File: config.mk
export PLATFORM = sky130hd
export DESIGN_NAME = rtc_read_sequencer
export DESIGN_NICKNAME = d
export VERILOG_FILES = /design/src/rtl/rtc_read_sequencer.sv
export SDC_FILE = /design/constraint.sdc
export NUM_CORES = 1
export LEC_CHECK = 0
export BUFFER_PORTS_ARGS = -buffer_cell sky130_fd_sc_hd__buf_2
export CAP_MARGIN = 20
export CORE_MARGIN = 4
export CORE_UTILIZATION = 51
export DETAILED_ROUTE_END_ITERATION = 10
export GPL_TIMING_DRIVEN = 0
export PLACE_DENSITY = 0.76
export RECOVER_POWER = 50
export SYNTH_ARGS = -nofsm -noshare
export SYNTH_HDL_FRONTEND = slang
export SYNTH_SLANG_ARGS = --single-unit
File: constraint.sdc
create_clock -name clk -period 2.25 [get_ports clk]
set_input_delay 0 -clock clk [delete_from_list [all_inputs] [get_ports clk]]
set_output_delay 0 -clock clk [all_outputs]
set_load 0.03 [all_outputs]
File: src/rtl/rtc_read_sequencer.sv
// Read-side RTC bus sequencer: walks 9 time/timer registers over the muxed
// active-low bus, collects them in shadows and commits them as one snapshot.
module rtc_read_sequencer #(
  parameter int unsigned PHASE = 9
) (
  input  logic       clk,
  input  logic       reset,
  input  logic       start,
  input  logic [7:0] ad_in,
  output logic [7:0] ad_out,
  output logic       ad_oe,
  output logic       cs_n,
  output logic       ad_sel,
  output logic       wr_n,
  output logic       rd_n,
  output logic [7:0] seg,
  output logic [7:0] min,
  output logic [7:0] hour,
  output logic [7:0] day,
  output logic [7:0] month,
  output logic [7:0] year,
  output logic [7:0] t_seg,
  output logic [7:0] t_min,
  output logic [7:0] t_hour,
  output logic       busy,
  output logic       done
);

  typedef enum logic [2:0] {
    S_IDLE, S_ADDR, S_ADDR_REL, S_DATA, S_DATA_REL, S_COMMIT
  } state_t;

  localparam logic [7:0] PH_LAST  = 8'(PHASE - 1);
  localparam logic [3:0] IDX_LAST = 4'd8;

  state_t     state_q, state_d;
  logic [7:0] cnt_q, cnt_d;
  logic [3:0] idx_q, idx_d;
  logic       phase_end;
  logic       capture;

  logic [7:0] shadow_q [9];
  logic [7:0] out_q    [9];

  // Time block 0x21..0x26 first, then timer block 0x41..0x43.
  function automatic logic [7:0] reg_addr(input logic [3:0] idx);
    logic [7:0] a;
    case (idx)
      4'd0:    a = 8'h21;
      4'd1:    a = 8'h22;
      4'd2:    a = 8'h23;
      4'd3:    a = 8'h24;
      4'd4:    a = 8'h25;
      4'd5:    a = 8'h26;
      4'd6:    a = 8'h41;
      4'd7:    a = 8'h42;
      4'd8:    a = 8'h43;
      default: a = 8'h00;
    endcase
    return a;
  endfunction

  assign phase_end = (cnt_q == PH_LAST);

  always_ff @(posedge clk) begin
    if (reset) begin
      state_q <= S_IDLE;
      cnt_q   <= '0;
      idx_q   <= '0;
    end else begin
      state_q <= state_d;
      cnt_q   <= cnt_d;
      idx_q   <= idx_d;
    end
  end

  always_comb begin
    state_d = state_q;
    cnt_d   = cnt_q + 8'd1;
    idx_d   = idx_q;
    cs_n    = 1'b1;
    ad_sel  = 1'b1;
    wr_n    = 1'b1;
    rd_n    = 1'b1;
    ad_oe   = 1'b0;
    ad_out  = 8'h00;
    busy    = 1'b1;
    done    = 1'b0;
    capture = 1'b0;
    case (state_q)
      S_IDLE: begin
        busy  = 1'b0;
        cnt_d = '0;
        if (start) begin
          state_d = S_ADDR;
          idx_d   = '0;
        end
      end
      S_ADDR: begin
        cs_n   = 1'b0;
        ad_sel = 1'b0;
        wr_n   = 1'b0;
        ad_oe  = 1'b1;
        ad_out = reg_addr(idx_q);
        if (phase_end) begin
          state_d = S_ADDR_REL;
          cnt_d   = '0;
        end
      end
      S_ADDR_REL: begin
        // Keep driving the address after the strobe rises for hold time.
        ad_oe  = 1'b1;
        ad_out = reg_addr(idx_q);
        if (phase_end) begin
          state_d = S_DATA;
          cnt_d   = '0;
        end
      end
      S_DATA: begin
        cs_n = 1'b0;
        rd_n = 1'b0;
        if (phase_end) begin
          capture = 1'b1;
          state_d = S_DATA_REL;
          cnt_d   = '0;
        end
      end
      S_DATA_REL: begin
        if (phase_end) begin
          cnt_d = '0;
          if (idx_q == IDX_LAST) begin
            state_d = S_COMMIT;
          end else begin
            idx_d   = idx_q + 4'd1;
            state_d = S_ADDR;
          end
        end
      end
      S_COMMIT: begin
        done    = 1'b1;
        cnt_d   = '0;
        state_d = S_IDLE;
      end
      default: begin
        state_d = S_IDLE;
        cnt_d   = '0;
      end
    endcase
  end

  // Shadows fill one per register; outputs only move together on commit.
  always_ff @(posedge clk) begin
    if (reset) begin
      for (int i = 0; i < 9; i++) begin
        shadow_q[i] <= '0;
        out_q[i]    <= '0;
      end
    end else begin
      if (capture) shadow_q[idx_q] <= ad_in;
      if (state_q == S_COMMIT) out_q <= shadow_q;
    end
  end

  assign seg    = out_q[0];
  assign min    = out_q[1];
  assign hour   = out_q[2];
  assign day    = out_q[3];
  assign month  = out_q[4];
  assign year   = out_q[5];
  assign t_seg  = out_q[6];
  assign t_min  = out_q[7];
  assign t_hour = out_q[8];

endmodule

==> flow_metrics.py <==
metrics = {
    "status": {
        "outcome": "complete, but fails checks",
        "failed_checks": "setup timing",
    },
    "setup_path": {
        "worst_ep_arrival_time_ns": 2.58,
        "worst_path_class_setup": "reg2reg",
        "cp_max_fo": 6,
        "critical_path.endpoint_type": "register",
        "worst-endpoint-required_ns": 2.55,
        "start_kind": "register",
    },
    "logic_synthesis": {
        "synth_flop_cell": "dfxtp_1",
        "synth-seq-area-share": 0.519,
        "synthesis.area_per_instance_um2": 8.09,
        "yosysWarningCount": 0,
        "syn_area_mm2": 0.00633,
        "synthCells": 782,
        "synth-edff-count": 0,
        "asyncSetResetFlopFracSynth": 0,
        "ys_types": 52,
        "synth-seq-cells": 164,
    },
    "sta": {
        "fmax_mhz": 440,
        "tightest_slew_ns": 0.652,
        "worst_slack_ns": -0.0203,
        "post-route-period-util": 1.01,
        "clock_skew_after_layout_ns": 0.00869,
        "hold_slack_ns": 0.0257,
        "final_period_minus_worst_setup_slack_ns": 2.27,
        "final-setup-viol-count": 1,
        "finalMaxSlewViolations": 0,
        "grt_setup_unrepaired": "yes",
        "max-slew-margin-rel": 0.565,
        "finalHoldViolCount": 0,
        "total_neg_setup_slack_ns": -0.0203,
    },
    "finish": {
        "final_layout_size_suffix_gt1_frac": 0.110,
        "utilization": 0.640,
        "stdcell_count": 1084,
        "post-route-cell-area_mm2": 0.00772,
        "fin_nets": 922,
        "fillers": 1105,
        "synthToLayoutAreaGrowth_pct": 22.0,
        "antenna_cells_inserted": 0,
    },
    "route": {
        "initialDrtViolationCount": 509,
        "drc": 0,
        "first_pass_iters": 5,
        "routed_wire_length_per_instance_um": 15.4,
        "number_of_vias_after_detailed_routing": 5776,
        "postRouteAntennaNets": 0,
        "routed_wl_um": 16700,
        "post_drt_via_cell_ratio": 5.33,
    },
    "floorplanning": {
        "design.die.area_mm2": 0.0143,
        "effective_utilization_at_floorplan": 0.525,
        "floorplan.core_area_mm2": 0.0121,
        "chipWidth_um": 119,
        "die_height_um": 119,
        "core.rowCount": 40,
        "ios": 98,
    },
    "global_route": {
        "grt_util_all_layers": 0.229,
        "global_route_wire_length_before_repair_um": 26200,
        "grt_overflow_total": 0,
        "grt_antenna_before_repair": 0,
        "grt_start_max_net_pins": 17,
        "grt_pass1_vias": 5316,
    },
    "job": {
        "max-cap-violations": 0,
    },
    "place": {
        "dp.final_hpwl_um": 10900,
        "placedCellCount": 1037,
        "gpl.final_weighted_congestion": 0.861,
        "preCtsSetupSlack_ns": -0.337,
        "port_buffers": 85,
        "placedInstanceArea_mm2": 0.00699,
    },
    "clock_tree": {
        "clock_tree.buffer_depth": 2,
        "clock_insertion_delay_worst_skew_ns": 0.43,
        "tritoncts_clock_tree": "done",
        "cts_num_sinks": 164,
        "worst_setup_hold_path_clk_slew_ns": 0.06,
        "clockRootBuffer": "clkbuf_16",
        "cts_htree_levels": 4,
        "cts_inserted_buffers": 17,
    },
    "min_path": {
        "worst_hold_path_type": "in2reg",
    },
    "power_and_ir_drop": {
        "largest_vdd_supply_drop_mv": 0.414,
        "design_power_total_mw": 5.94,
        "power.leakage_nw": 2.55,
        "p_per_area_mw_per_mm2": 769,
    },
}
worst max-delay path, cell delays in order (launching register included):
cell and delay, ns:
dfxtp_2 0.35, or4_4 0.53, buf_6 0.15, nor4_4 0.30, a221oi_2 0.08, nor2_1 0.15
inv_1 0.06, ha_1 0.28, nor3_2 0.18, o31ai_2 0.07
area by class of cell:
class	count	area [µm²]	area share
Sequential cell	164	3290	0.427
Tap cell	168	210	0.0272
Clock inverter	8	101	0.0131
Inverter	10	40.0	0.00519
Timing Repair Buffer	103	483	0.0626
Clock buffer	23	478	0.0619
Multi-Input combinational cell	546	2810	0.364
Buffer	62	307	0.0397
cell families (layout without fill, tap and decap cells):
family	Yosys count	in the layout	share of synthesized area
AOI/OAI and AO/OA	160	160	0.134
xor gates and xnor gates	8	8	0.0111
adders and majority gates	7	7	0.0138
buffers and inverters	74	206	0.0538
DFF	164	164	0.519
muxes	8	8	0.0127
other	1	3	0.000592
and+or+nand+nor	360	360	0.256
cell usage in the layout, fill, tap and decap left out, types with 2 or more instances in the layout:
| master | Yosys | layout |
|---|---|---|
| a21oi_1 | 142 | 141 |
| and2_1 | 6 | 6 |
| and3_1 | 3 | 3 |
| buf_1 | 6 | 6 |
| buf_2 | 1 | 13 |
| buf_4 | 4 | 22 |
| buf_6 | 6 | 7 |
| bufinv_16 | 0 | 2 |
| clkbuf_1 | 46 | 117 |
| clkbuf_16 | 0 | 17 |
| clkbuf_2 | 1 | 2 |
| clkbuf_8 | 0 | 3 |
| clkinv_2 | 0 | 2 |
| clkinvlp_4 | 0 | 3 |
| conb_1 | 1 | 3 |
| dfxtp_1 | 164 | 160 |
| dfxtp_2 | 0 | 2 |
| dfxtp_4 | 0 | 2 |
| ha_1 | 7 | 6 |
| inv_1 | 9 | 7 |
| inv_2 | 1 | 2 |
| mux2i_1 | 8 | 8 |
| nand2_1 | 224 | 223 |
| nand2b_1 | 4 | 4 |
| nand3_1 | 69 | 69 |
| nand3b_1 | 4 | 4 |
| nand4_1 | 3 | 3 |
| nor2_1 | 23 | 22 |
| nor2b_1 | 3 | 3 |
| nor4_2 | 1 | 2 |
| nor4_4 | 2 | 3 |
| o21ai_0 | 6 | 4 |
| o21ai_1 | 0 | 2 |
| or2_2 | 2 | 2 |
| xnor2_1 | 4 | 4 |
| xor2_1 | 4 | 4 |
timing repair:
action	CTS	global route
hold buffers	0	0
buffers inserted	10	8
gates resized for setup	15	18
endpoints found under the setup margin	137	14
pin swaps	10	8
Yosys cell counts (2+ instances only):
library cell	number	area [µm²]
xnor2_1	4	35.0
dfxtp_1	164	3280
a21oi_1	142	711
nor2b_1	3	18.8
nand4_1	3	18.8
or2_2	2	12.5
nor4_1	3	18.8
and3b_1	2	17.5
nand2b_1	4	25.0
xor2_1	4	35.0
nand2_1	224	841
nand3b_1	4	30.0
nor3_1	2	10.0
inv_1	9	33.8
and2_1	6	37.5
ha_1	7	87.6
buf_1	6	22.5
nor2_1	23	86.3
buf_6	6	67.6
buf_4	4	30.0
nand3_1	69	345
o21ai_0	6	30.0
clkbuf_1	46	173
nor4_4	2	42.5
and3_1	3	18.8
mux2i_1	8	80.1
worst paths after layout:
kind,slack (ns),cells past startpoint,to,start
setup reg to reg,-0.02,9,register,cnt_q[4]$_SDFF_PP0_
hold / removal,0.03,3,shadow_q[15]$_SDFFE_PP0P_,ad_in[7]
hold reg to reg,0.45,2,min[2]$_SDFFE_PP0P_,shadow_q[58]$_SDFFE_PP0P_
setup / recovery,-0.02,9,register,cnt_q[4]$_SDFF_PP0_
report_power, final:
group | leakage [nW] | internal, mW | total [mW] | switching (mW)
clock | 0.275 | 1.71 | 2.85 | 1.14
combinational | 0.954 | 0.0385 | 0.179 | 0.141
sequential | 1.32 | 2.90 | 2.91 | 0.00186
total | 2.55 | 4.66 | 5.94 | 1.28
routing by layer:
layer / global-route usage / up-vias / wire length (µm)
met3: 0.0556 / 38 / 1250
met1: 0.292 / 2679 / 7170
met4: 0.105 / 0 / 464
li1: - / 2854 / -
met2: 0.368 / 205 / 7800
met5: 0 / - / 0
sequential cells by signal, summed over array words and instances (netlist names), named ones only:
register,count
day,8
shadow_q,72
hour,8
t_hour,8
t_seg,8
t_min,8
seg,8
idx_q,4
cnt_q,8
state_q,3
month,8
year,8
min,8
Note: power is estimated with default switching activity, not from simulation.
